## src/rtl/imem_loader_pkg.sv

```systemverilog
// Shared definitions for the boot-stream instruction-memory loader.
package imem_loader_pkg;

  localparam int DEPTH_DEF  = 1024;
  localparam int ADDR_W_DEF = 10;
  localparam int LEN_W      = 16;

  typedef enum logic [2:0] {
    S_IDLE,
    S_LEN0,
    S_LEN1,
    S_DATA,
    S_WRITE,
    S_DONE,
    S_ERROR
  } state_t;

endpackage

```

## src/rtl/imem_loader_word_assembler.sv

```systemverilog
// Packs a little-endian byte stream into 32-bit words, flagging the fourth byte.
module word_assembler (
  input  logic        clk,
  input  logic        rst,
  input  logic        clear_i,
  input  logic        byte_stb_i,
  input  logic [7:0]  byte_i,
  output logic [31:0] word_o,
  output logic        word_full_o
);

  logic [1:0]  cnt_q, cnt_d;
  logic [31:0] shreg_q, shreg_d;

  // Bytes enter at the top and shift down, so the first byte ends in [7:0].
  always_comb begin
    cnt_d   = cnt_q;
    shreg_d = shreg_q;
    if (clear_i) begin
      cnt_d   = 2'd0;
      shreg_d = 32'd0;
    end else if (byte_stb_i) begin
      cnt_d   = cnt_q + 2'd1;
      shreg_d = {byte_i, shreg_q[31:8]};
    end
  end

  assign word_o      = {byte_i, shreg_q[31:8]};
  assign word_full_o = byte_stb_i && (cnt_q == 2'd3);

  always_ff @(posedge clk or posedge rst) begin
    if (rst) begin
      cnt_q   <= 2'd0;
      shreg_q <= 32'd0;
    end else begin
      cnt_q   <= cnt_d;
      shreg_q <= shreg_d;
    end
  end

endmodule

```

## src/rtl/imem_loader.sv

```systemverilog
// Boot loader: reads a 16-bit little-endian word count and then that many
// 32-bit words from a byte stream, writing them to instruction memory.
module imem_loader
  import imem_loader_pkg::*;
#(
  parameter int DEPTH  = DEPTH_DEF,
  parameter int ADDR_W = ADDR_W_DEF
) (
  input  logic              clk,
  input  logic              rst,
  input  logic              start,
  input  logic              in_valid,
  input  logic [7:0]        in_byte,
  output logic              in_ready,
  output logic              we,
  output logic [ADDR_W-1:0] waddr,
  output logic [31:0]       wdata,
  output logic              busy,
  output logic              done,
  output logic              err,
  output logic              core_rst_n
);

  state_t             state_q, state_d;
  logic [LEN_W-1:0]   count_q, count_d;
  logic [ADDR_W-1:0]  idx_q, idx_d;
  logic [31:0]        wdata_q, wdata_d;

  logic               xfer;
  logic [LEN_W-1:0]   hdr;
  logic               last_word;
  logic               asm_clear;
  logic               asm_stb;
  logic [31:0]        asm_word;
  logic               asm_full;

  assign xfer      = in_valid && in_ready;
  assign hdr       = {in_byte, count_q[7:0]};
  assign last_word = (LEN_W'(idx_q) + LEN_W'(1)) == count_q;
  assign asm_stb   = xfer && (state_q == S_DATA);

  word_assembler u_asm (
    .clk         (clk),
    .rst         (rst),
    .clear_i     (asm_clear),
    .byte_stb_i  (asm_stb),
    .byte_i      (in_byte),
    .word_o      (asm_word),
    .word_full_o (asm_full)
  );

  always_comb begin
    state_d   = state_q;
    count_d   = count_q;
    idx_d     = idx_q;
    wdata_d   = wdata_q;
    asm_clear = 1'b0;
    unique case (state_q)
      S_IDLE, S_DONE, S_ERROR: begin
        if (start) begin
          state_d   = S_LEN0;
          idx_d     = '0;
          asm_clear = 1'b1;
        end
      end
      S_LEN0: begin
        if (xfer) begin
          count_d[7:0] = in_byte;
          state_d      = S_LEN1;
        end
      end
      S_LEN1: begin
        // The header is judged from the live high byte so DATA starts without an extra cycle.
        if (xfer) begin
          count_d[15:8] = in_byte;
          if (hdr == '0)
            state_d = S_DONE;
          else if (int'(hdr) > DEPTH)
            state_d = S_ERROR;
          else
            state_d = S_DATA;
        end
      end
      S_DATA: begin
        if (asm_full) begin
          wdata_d = asm_word;
          state_d = S_WRITE;
        end
      end
      S_WRITE: begin
        // The final index is kept rather than stepped, so waddr never wraps past DEPTH-1.
        if (last_word) begin
          state_d = S_DONE;
        end else begin
          idx_d   = idx_q + ADDR_W'(1);
          state_d = S_DATA;
        end
      end
      default: state_d = S_IDLE;
    endcase
  end

  always_ff @(posedge clk or posedge rst) begin
    if (rst) begin
      state_q <= S_IDLE;
      count_q <= '0;
      idx_q   <= '0;
      wdata_q <= '0;
    end else begin
      state_q <= state_d;
      count_q <= count_d;
      idx_q   <= idx_d;
      wdata_q <= wdata_d;
    end
  end

  assign in_ready   = (state_q == S_LEN0) || (state_q == S_LEN1) || (state_q == S_DATA);
  assign we         = (state_q == S_WRITE);
  assign busy       = in_ready || we;
  assign done       = (state_q == S_DONE);
  assign err        = (state_q == S_ERROR);
  assign core_rst_n = (state_q == S_DONE);
  assign waddr      = idx_q;
  assign wdata      = wdata_q;

endmodule

```

## config.mk

```make
export PLATFORM = sky130hd
export DESIGN_NAME = imem_loader
export DESIGN_NICKNAME = d
export VERILOG_FILES = /design/src/rtl/imem_loader_pkg.sv /design/src/rtl/imem_loader_word_assembler.sv /design/src/rtl/imem_loader.sv
export SDC_FILE = /design/constraint.sdc
export NUM_CORES = 1
export LEC_CHECK = 0
export ABC_AREA = 1
export BUFFER_PORTS_ARGS = -buffer_cell sky130_fd_sc_hd__buf_4
export CORE_ASPECT_RATIO = 1.25
export CORE_MARGIN = 2
export CORE_UTILIZATION = 55
export CTS_BUF_LIST = sky130_fd_sc_hd__clkbuf_2 sky130_fd_sc_hd__clkbuf_4 sky130_fd_sc_hd__clkbuf_8
export DETAILED_ROUTE_END_ITERATION = 7
export GPL_TIMING_DRIVEN = 0
export HOLD_SLACK_MARGIN = 0.03
export PLACE_DENSITY = 0.86
export SLEW_MARGIN = 20
export SYNTH_ARGS = -nofsm -noshare
export SYNTH_HDL_FRONTEND = slang
export SYNTH_SLANG_ARGS = --single-unit
```

## constraint.sdc

```tcl
create_clock -name clk -period 8.95 [get_ports clk]
set_input_delay 2.2375 -clock clk [delete_from_list [all_inputs] [get_ports clk]]
set_output_delay 2.2375 -clock clk [all_outputs]
set_load 0.05 [all_outputs]
```

==> metrics, run 1 <==
GRT Util Overall=0.254; area grow syn2layout=19.9%; CTS buffer count=9; routed vias/inst=5.38; core area=7310 um^2; Worst R2R Start=waddr[0]; Die Width=81.3 um; commonest non-fill, non-tap cell in the layout=nand2_1; largest net degree at the start of global routing=45; first drt pass iteration count=5; fin worst setup slack=4.99 ns; worst-path fanout max=10; 1st-iter DRT viols=178; buffer levels on the longest clock path=2; WP data required=6.71 ns; Worst Path Arrival=1.72 ns; Seq/Total Area, Yosys=0.530; Bufs and invs on worst path=2; Synthesized Nets=481; placed wire-length estimate=7050 um; Initial Util=0.562; Hold-fix buffers, CTS=0; buffers added on ports=59; global-route wire length before repair=16000 um; ys flop type=dfrtp_1; unrepaired setup endpoints after global routing=false; TritonCTS clock tree=done; DR WL/cell=15.2 um; Die H=101 um; Fin. Hold Viols=0; Worst Tran Pin Value=0.544 ns; minimum clock period=3.96 ns; pwr dens=263 nW/um^2; Clock Tree Root=clkbuf_8; post-synthesis cell count=467; CP startpoint kind=flop; Final ANT Viol Nets=0; H-Tree Depth=3; cts repair resizes=0; sequence of cells on the critical path=inv_2 -> nor2_2 -> or2_2 -> buf_4; initial antenna violation count=0; Critical Path Sink Type=primary output; Slew Limit Fails=0; worst skew pair latency=0.36 ns; synth warn=0; layout cells sized above 1=0.247; Post-synth EDFFs=0; final net count=552; status=complete, no violations; Worst Setup Path Type=reg2out; Yosys reg bits=87; Die Area=8180 um^2; most frequent cells in the layout=nand2_1 (126), dfrtp_1 (87), inv_1 (68), buf_4 (60), nor2_1 (29); Setup TNS=0 ns; max_cap viols=0; number of diodes=0; Setup Buffers After CTS=0; # clock sinks=87; fill count=541; VDD IR-drop max=0.151 mV; Synth cell types=28; Leak=2.75 nW; drt total wl=9630 um; Mean Syn Cell Area=8.80 um^2; Vias=3415; Reg clk slew, reported paths=0.09 ns; Hold WC Path Type=reg2reg; family with the most delay on the worst path=simple AND/OR/NAND/NOR gates; final period utilization=0.443; gpl congestion=0.870; Synth async-reset ratio=1.00; maximum clock rate=252 MHz; DRC Markers=0; Crit. Startpoint=state_q[2]; hold path start=u_asm.shreg_q[9]; worst slack at placement=5.38 ns; num rows=35; vias in the first global route=3491; slowest stage delay, CP=0.48 ns; final setup violation count=0; Relative slew margins=0.634; Mapped Area=4110 um^2; grt ovf=0; # IOs=60; worst-case clock skew=0.00528 ns; slowest CP cell=dfrtp_1
-- where the power goes --
part / internal (mW) / total [mW] / switching, mW
Sequential: 0.468 / 0.535 / 0.0665
Clock: 0.176 / 0.324 / 0.149
Combinational: 0.136 / 0.438 / 0.302
Total: 0.780 / 1.30 / 0.517
-- layer usage --
layer  GRT usage  vias to the layer above  share of wire
li1            -                     1629              -
met1       0.298                     1646           0.40
met2       0.433                      110           0.52
met3      0.0600                       30          0.052
met4       0.121                        0          0.029
met5           0                        -              0
-- layout make-up --
type	instances	area, um^2	share of cell area
flip-flops and latches	87	2180	0.442
multi-input cells	293	1600	0.324
repair buffers	60	463	0.0939
inverters	76	288	0.0584
clock buffers	11	151	0.0307
well taps	92	115	0.0234
clock inverters	5	87.6	0.0178
plain buffers	11	51.3	0.0104
-- synth_stat cells (7+ instances only) --
| cell | count | area, um^2 |
|---|---|---|
| a22oi_1 | 25 | 188 |
| dfrtp_1 | 87 | 2180 |
| inv_1 | 69 | 259 |
| inv_2 | 7 | 26.3 |
| mux2_2 | 20 | 225 |
| nand2_1 | 126 | 473 |
| nand3_1 | 19 | 95.1 |
| nand4_1 | 9 | 56.3 |
| nor2_1 | 29 | 109 |
| nor2_2 | 9 | 56.3 |
| o21ai_0 | 27 | 135 |
-- per-stage QoR --
step	hold WS, ns	cell area [um^2]	util	power (mW)	std cells
6_report	0.494	4930	0.674	1.30	635
5_1_grt	0.524	4930	0.674	1.37	635
4_1_cts	0.497	4930	0.674	1.30	635
3_5_place_dp	0.473	4690	0.641	0.972	619
3_3_place_gp	0.469	4670	0.638	0.951	618
2_1_floorplan	0.449	4110	-	0.850	467
-- flip-flops by register name, summed over array words and instances (netlist names) --
name           flops
wdata             32
u_asm.shreg_q     24
count_q           16
waddr             10
state_q            3
u_asm.cnt_q        2
-- worst register-to-register path, delay by kind of cell (launching register included) --
| kind | cells | cell delay [ns] |
|---|---|---|
| and+or+nand+nor | 11 | 1.08 |
| DFF | 1 | 0.45 |
| adders and majority gates | 1 | 0.25 |
| buffers and inverters | 3 | 0.22 |
-- cells by family (layout without fill, tap and decap cells) --
group / after synthesis / after routing / synth area share
and+or+nand+nor: 210 / 210 / 0.231
DFF: 87 / 87 / 0.530
buffers and inverters: 87 / 163 / 0.0819
AOI/OAI and AO/OA: 57 / 57 / 0.0858
muxes: 24 / 24 / 0.0658
adders and majority gates: 2 / 2 / 0.00609
-- worst paths after layout --
kind	to	slack (ns)	cells after the start
worst min register to register	u_asm.shreg_q[9]	0.49	2
worst min-delay path	u_asm.shreg_q[9]	0.49	2
min in group asynchronous	wdata[14]	1.93	2
worst max-delay path	busy	4.99	4
max in group asynchronous	wdata[17]	6.41	3
worst max register to register	waddr[0]	6.87	15
No activity file was read; power rests on OpenSTA's default activity.
==> run 2: changes to the inputs <==
--- a/config.mk
+++ b/config.mk
@@ -5,16 +5,16 @@
 export SDC_FILE = /design/constraint.sdc
 export NUM_CORES = 1
 export LEC_CHECK = 0
-export ABC_AREA = 1
+export ABC_AREA = 0
 export BUFFER_PORTS_ARGS = -buffer_cell sky130_fd_sc_hd__buf_4
 export CORE_ASPECT_RATIO = 1.25
 export CORE_MARGIN = 2
-export CORE_UTILIZATION = 55
+export CORE_UTILIZATION = 53
 export CTS_BUF_LIST = sky130_fd_sc_hd__clkbuf_2 sky130_fd_sc_hd__clkbuf_4 sky130_fd_sc_hd__clkbuf_8
 export DETAILED_ROUTE_END_ITERATION = 7
 export GPL_TIMING_DRIVEN = 0
 export HOLD_SLACK_MARGIN = 0.03
-export PLACE_DENSITY = 0.86
+export PLACE_DENSITY = 0.87
 export SLEW_MARGIN = 20
 export SYNTH_ARGS = -nofsm -noshare
 export SYNTH_HDL_FRONTEND = slang
==> constraint.sdc (replaced) <==
create_clock -name clk -period 3.3 [get_ports clk]
set_input_delay 0.825 -clock clk [delete_from_list [all_inputs] [get_ports clk]]
set_output_delay 0.825 -clock clk [all_outputs]
set_load 0.05 [all_outputs]
==> run 2 against run 1 <==
Routed wire length is 6.5% lower. Highest routed layer unchanged. Core utilization is 1.8 points lower. Critical path depth is 2 higher. Sequential power grew to 2.6 times the previous value. Critical endpoint is now we. Largest cell class unchanged. Total power grew to 2.6 times the previous value. Global-route usage is 1.7 points lower. First-iteration DRC count is 3.9% lower. Largest power group unchanged. Critical path type unchanged. Synthesized cell count is 19% lower. Sequential share of layout area is 0.66 points higher. Final area is 1.5% lower.
==> metrics, run 2 <==
H-Tree Depth=3 (unchanged); sequence of cells on the critical path=clkbuf_1 -> nor2_1 -> nand2_1 -> inv_1 -> clkbuf_1 -> buf_4; post-synthesis cell count=377 (-19%); placed wire-length estimate=6410 um (-9.1%); buffer levels on the longest clock path=2 (unchanged); CP startpoint kind=flop; 1st-iter DRT viols=171 (-3.9%); largest net degree at the start of global routing=55 (+22%); core area=7400 um^2 (+1.2%); Yosys reg bits=87 (unchanged); slowest CP cell=clkbuf_1; mux contribution to synthesized area=0.135 (+0.0691); Reg clk slew, reported paths=0.10 ns (about the same); Internal=1.98 mW (+150%); Worst Path Arrival=2.24 ns (+0.52 ns); routed vias/inst=5.71 (+6.1%); Leak=2.27 nW (-17%); # clock sinks=87 (unchanged); Setup Buffers After CTS=0 (unchanged); Worst Setup Path Type=reg2out; area grow syn2layout=19.0%; worst skew pair latency=0.36 ns (about the same); switch share=0.402 (+0.00284); global-route wire length before repair=15100 um (-5.7%); CTS buffer count=9 (unchanged); number of diodes=0 (unchanged); Synthesized Nets=391 (-19%); slowest stage delay, CP=0.42 ns (-0.06 ns); status=complete, no violations; Die Area=8420 um^2 (+2.9%); Slew Limit Fails=0 (unchanged); initial antenna violation count=0 (unchanged); buffers added on ports=59 (unchanged); Synth async-reset ratio=1.00 (unchanged); Mapped Area=4080 um^2 (-0.70%); cell repeated most along the worst path=clkbuf_1; family with the most delay on the worst path=buffers and inverters; minimum clock period=3.06 ns; GRT Util Overall=0.237 (-0.0174); main combinational cell family by area after synthesis=simple AND/OR/NAND/NOR gates; ys flop type=dfrtp_1; Mean Syn Cell Area=10.8 um^2 (+23%); layout cells sized above 1=0.320 (+0.0733); worst-path fanout max=10 (unchanged); combinational share of power=0.367 (+0.029); Fin. Hold Viols=0 (unchanged); Vias=3110 (-8.9%); vias in the first global route=3144 (-9.9%); Synth Area in Compound Gates=0.0969 (+0.0110); Relative slew margins=0.548 (-0.0859); commonest non-fill, non-tap cell in the layout=dfrtp_1; max reg flops=32 (unchanged); fill count=559 (+3.3%); Worst Tran Pin Value=0.675 ns (+0.131 ns); worst-case clock skew=0.0126 ns (+0.00729 ns); Crit. Startpoint=state_q[0]; most frequent cells in the layout=dfrtp_1 (87), nand2_1 (72), buf_4 (65), mux2_2 (48), a21oi_1 (28); pwr dens=683 nW/um^2 (+160%); Synth cell types=45 (+61%); simple-gate share of the synthesized area=0.152 (-0.0787); # IOs=60 (unchanged); first drt pass iteration count=4 (-1); final setup violation count=0 (unchanged); final period utilization=0.928; gpl congestion=0.883 (+1.6%); maximum clock rate=327 MHz; WHS=0.471 ns (-0.0230 ns); drt total wl=9010 um (-6.5%); Bufs and invs on worst path=4 (+2); Post-synth EDFFs=0 (unchanged); post-synthesis xor/xnor area fraction=0.0405 (+0.0405); cts repair resizes=0 (unchanged); num rows=35 (unchanged); grt ovf=0 (unchanged); cell taking the most area after synthesis=dfrtp_1; Clock Tree Root=clkbuf_8; Critical Path Sink Type=primary output; synth warn=0 (unchanged); unrepaired setup endpoints after global routing=false; R2R setup slack=0.63 ns (-6.24 ns); most numerous cell in the Yosys netlist=dfrtp_1; most area-consuming cells after synthesis=dfrtp_1 (53%), mux2_2 (13%), nand2_1 (6.6%); final net count=462 (-16%); Clk pwr share=0.213 (-0.037); max_cap viols=0 (unchanged); Worst R2R Start=waddr[0]; TritonCTS clock tree=done; Die H=102 um (+1.5%); commonest cells in the netlist=dfrtp_1 (87), nand2_1 (72), mux2_2 (48); WP data required=2.47 ns (-4.24 ns); net switching power=1.33 mW (+160%); VDD IR-drop max=0.509 mV (+240%); DRC Markers=0 (unchanged); Initial Util=0.551 (-0.0105); fin worst setup slack=0.237 ns (-4.75 ns); Hold WC Path Type=in2async; post-synth top area share=0.533 (+0.00373); sequential power share=0.420 (+0.008); worst slack at placement=0.656 ns (-4.72 ns); Final ANT Viol Nets=0 (unchanged); Seq/Total Area, Yosys=0.533 (+0.00373); Hold-fix buffers, CTS=0 (unchanged); Die Width=82.5 um (+1.4%); fraction of the mapped netlist area in adder cells=0.00613 (+0.0000429); DR WL/cell=16.5 um (+9.0%)
[run 2: cell types whose count changed in the layout (fill, tap and decap cells not counted), sizes merged, moves of 6 or more]
cell	before	now
inv	78	11
nand2	132	72
a21oi	3	32
a22oi	25	0
mux2	24	48
nor2	40	18
o21ai	27	5
xnor2	0	12
nand3	24	13
o211ai	0	10
or4	0	9
xor2	0	6
[run 2: power groups by stage]
| stage | combinational, mW | clock, mW | sequential (mW) |
|---|---|---|---|
| global placement | 1.16 | 0 | 1.40 |
| finish | 1.22 | 0.707 | 1.39 |
| floorplan | 0.886 | 0 | 1.41 |
| global route | 1.32 | 0.764 | 1.42 |
| CTS | 1.21 | 0.717 | 1.39 |
| detailed placement | 1.21 | 0 | 1.41 |
[run 2: kinds of logic after synthesis]
group | Yosys count
AOI/OAI and AO/OA | 60
xor gates and xnor gates | 18
adders and majority gates | 2
buffers and inverters | 29
DFF | 87
muxes | 49
and+or+nand+nor | 132
[run 2: layout make-up]
| cell class | count | area [um^2] | area share |
|---|---|---|---|
| Clock inverter | 6 | 50.0 | 0.0103 |
| Clock buffer | 10 | 138 | 0.0283 |
| Multi-Input combinational cell | 261 | 1760 | 0.362 |
| Sequential cell | 87 | 2180 | 0.448 |
| Timing Repair Buffer | 60 | 470 | 0.0969 |
| Buffer | 21 | 118 | 0.0242 |
| Tap cell | 92 | 115 | 0.0237 |
| Inverter | 8 | 32.5 | 0.00670 |
[run 2: worst paths after layout]
| kind | end | cells after the start |
|---|---|---|
| worst max-delay path | we | 6 |
| worst min-delay path | state_q[0] | 2 |
| worst max register to register | state_q[1] | 10 |
| worst min register to register | wdata[0] | 1 |
| max in group asynchronous | waddr[9] | 3 |
| min in group clk | wdata[0] | 1 |
[run 2: metrics by stage]
stage / utilization / cell area (um^2) / setup TNS [ns] / std cells / total power [mW]
global route: 0.656 / 4860 / 0 / 545 / 3.50
floorplan: - / 4080 / 0 / 377 / 2.30
global placement: 0.627 / 4640 / -53.82 / 528 / 2.56
finish: 0.656 / 4860 / 0 / 545 / 3.32
CTS: 0.656 / 4860 / 0 / 545 / 3.32
detailed placement: 0.631 / 4670 / 0 / 529 / 2.62
[run 2: worst register-to-register path, stage by stage (launching register included)]
cell and delay (ns):
dfrtp_1 0.51, ha_1 0.20, buf_4 0.15, nand3_2 0.10
or2_1 0.29, xnor2_1 0.19, nand4_1 0.13, a2111oi_2 0.40
buf_4 0.25, nor2_2 0.08, a211o_1 0.27
[run 2: routing by layer]
layer,up-vias,GRT usage,share of wire
met5,-,0,0
met4,0,0.0782,0.019
met1,1551,0.291,0.40
met3,16,0.0548,0.051
li1,1450,-,-
met2,93,0.409,0.53
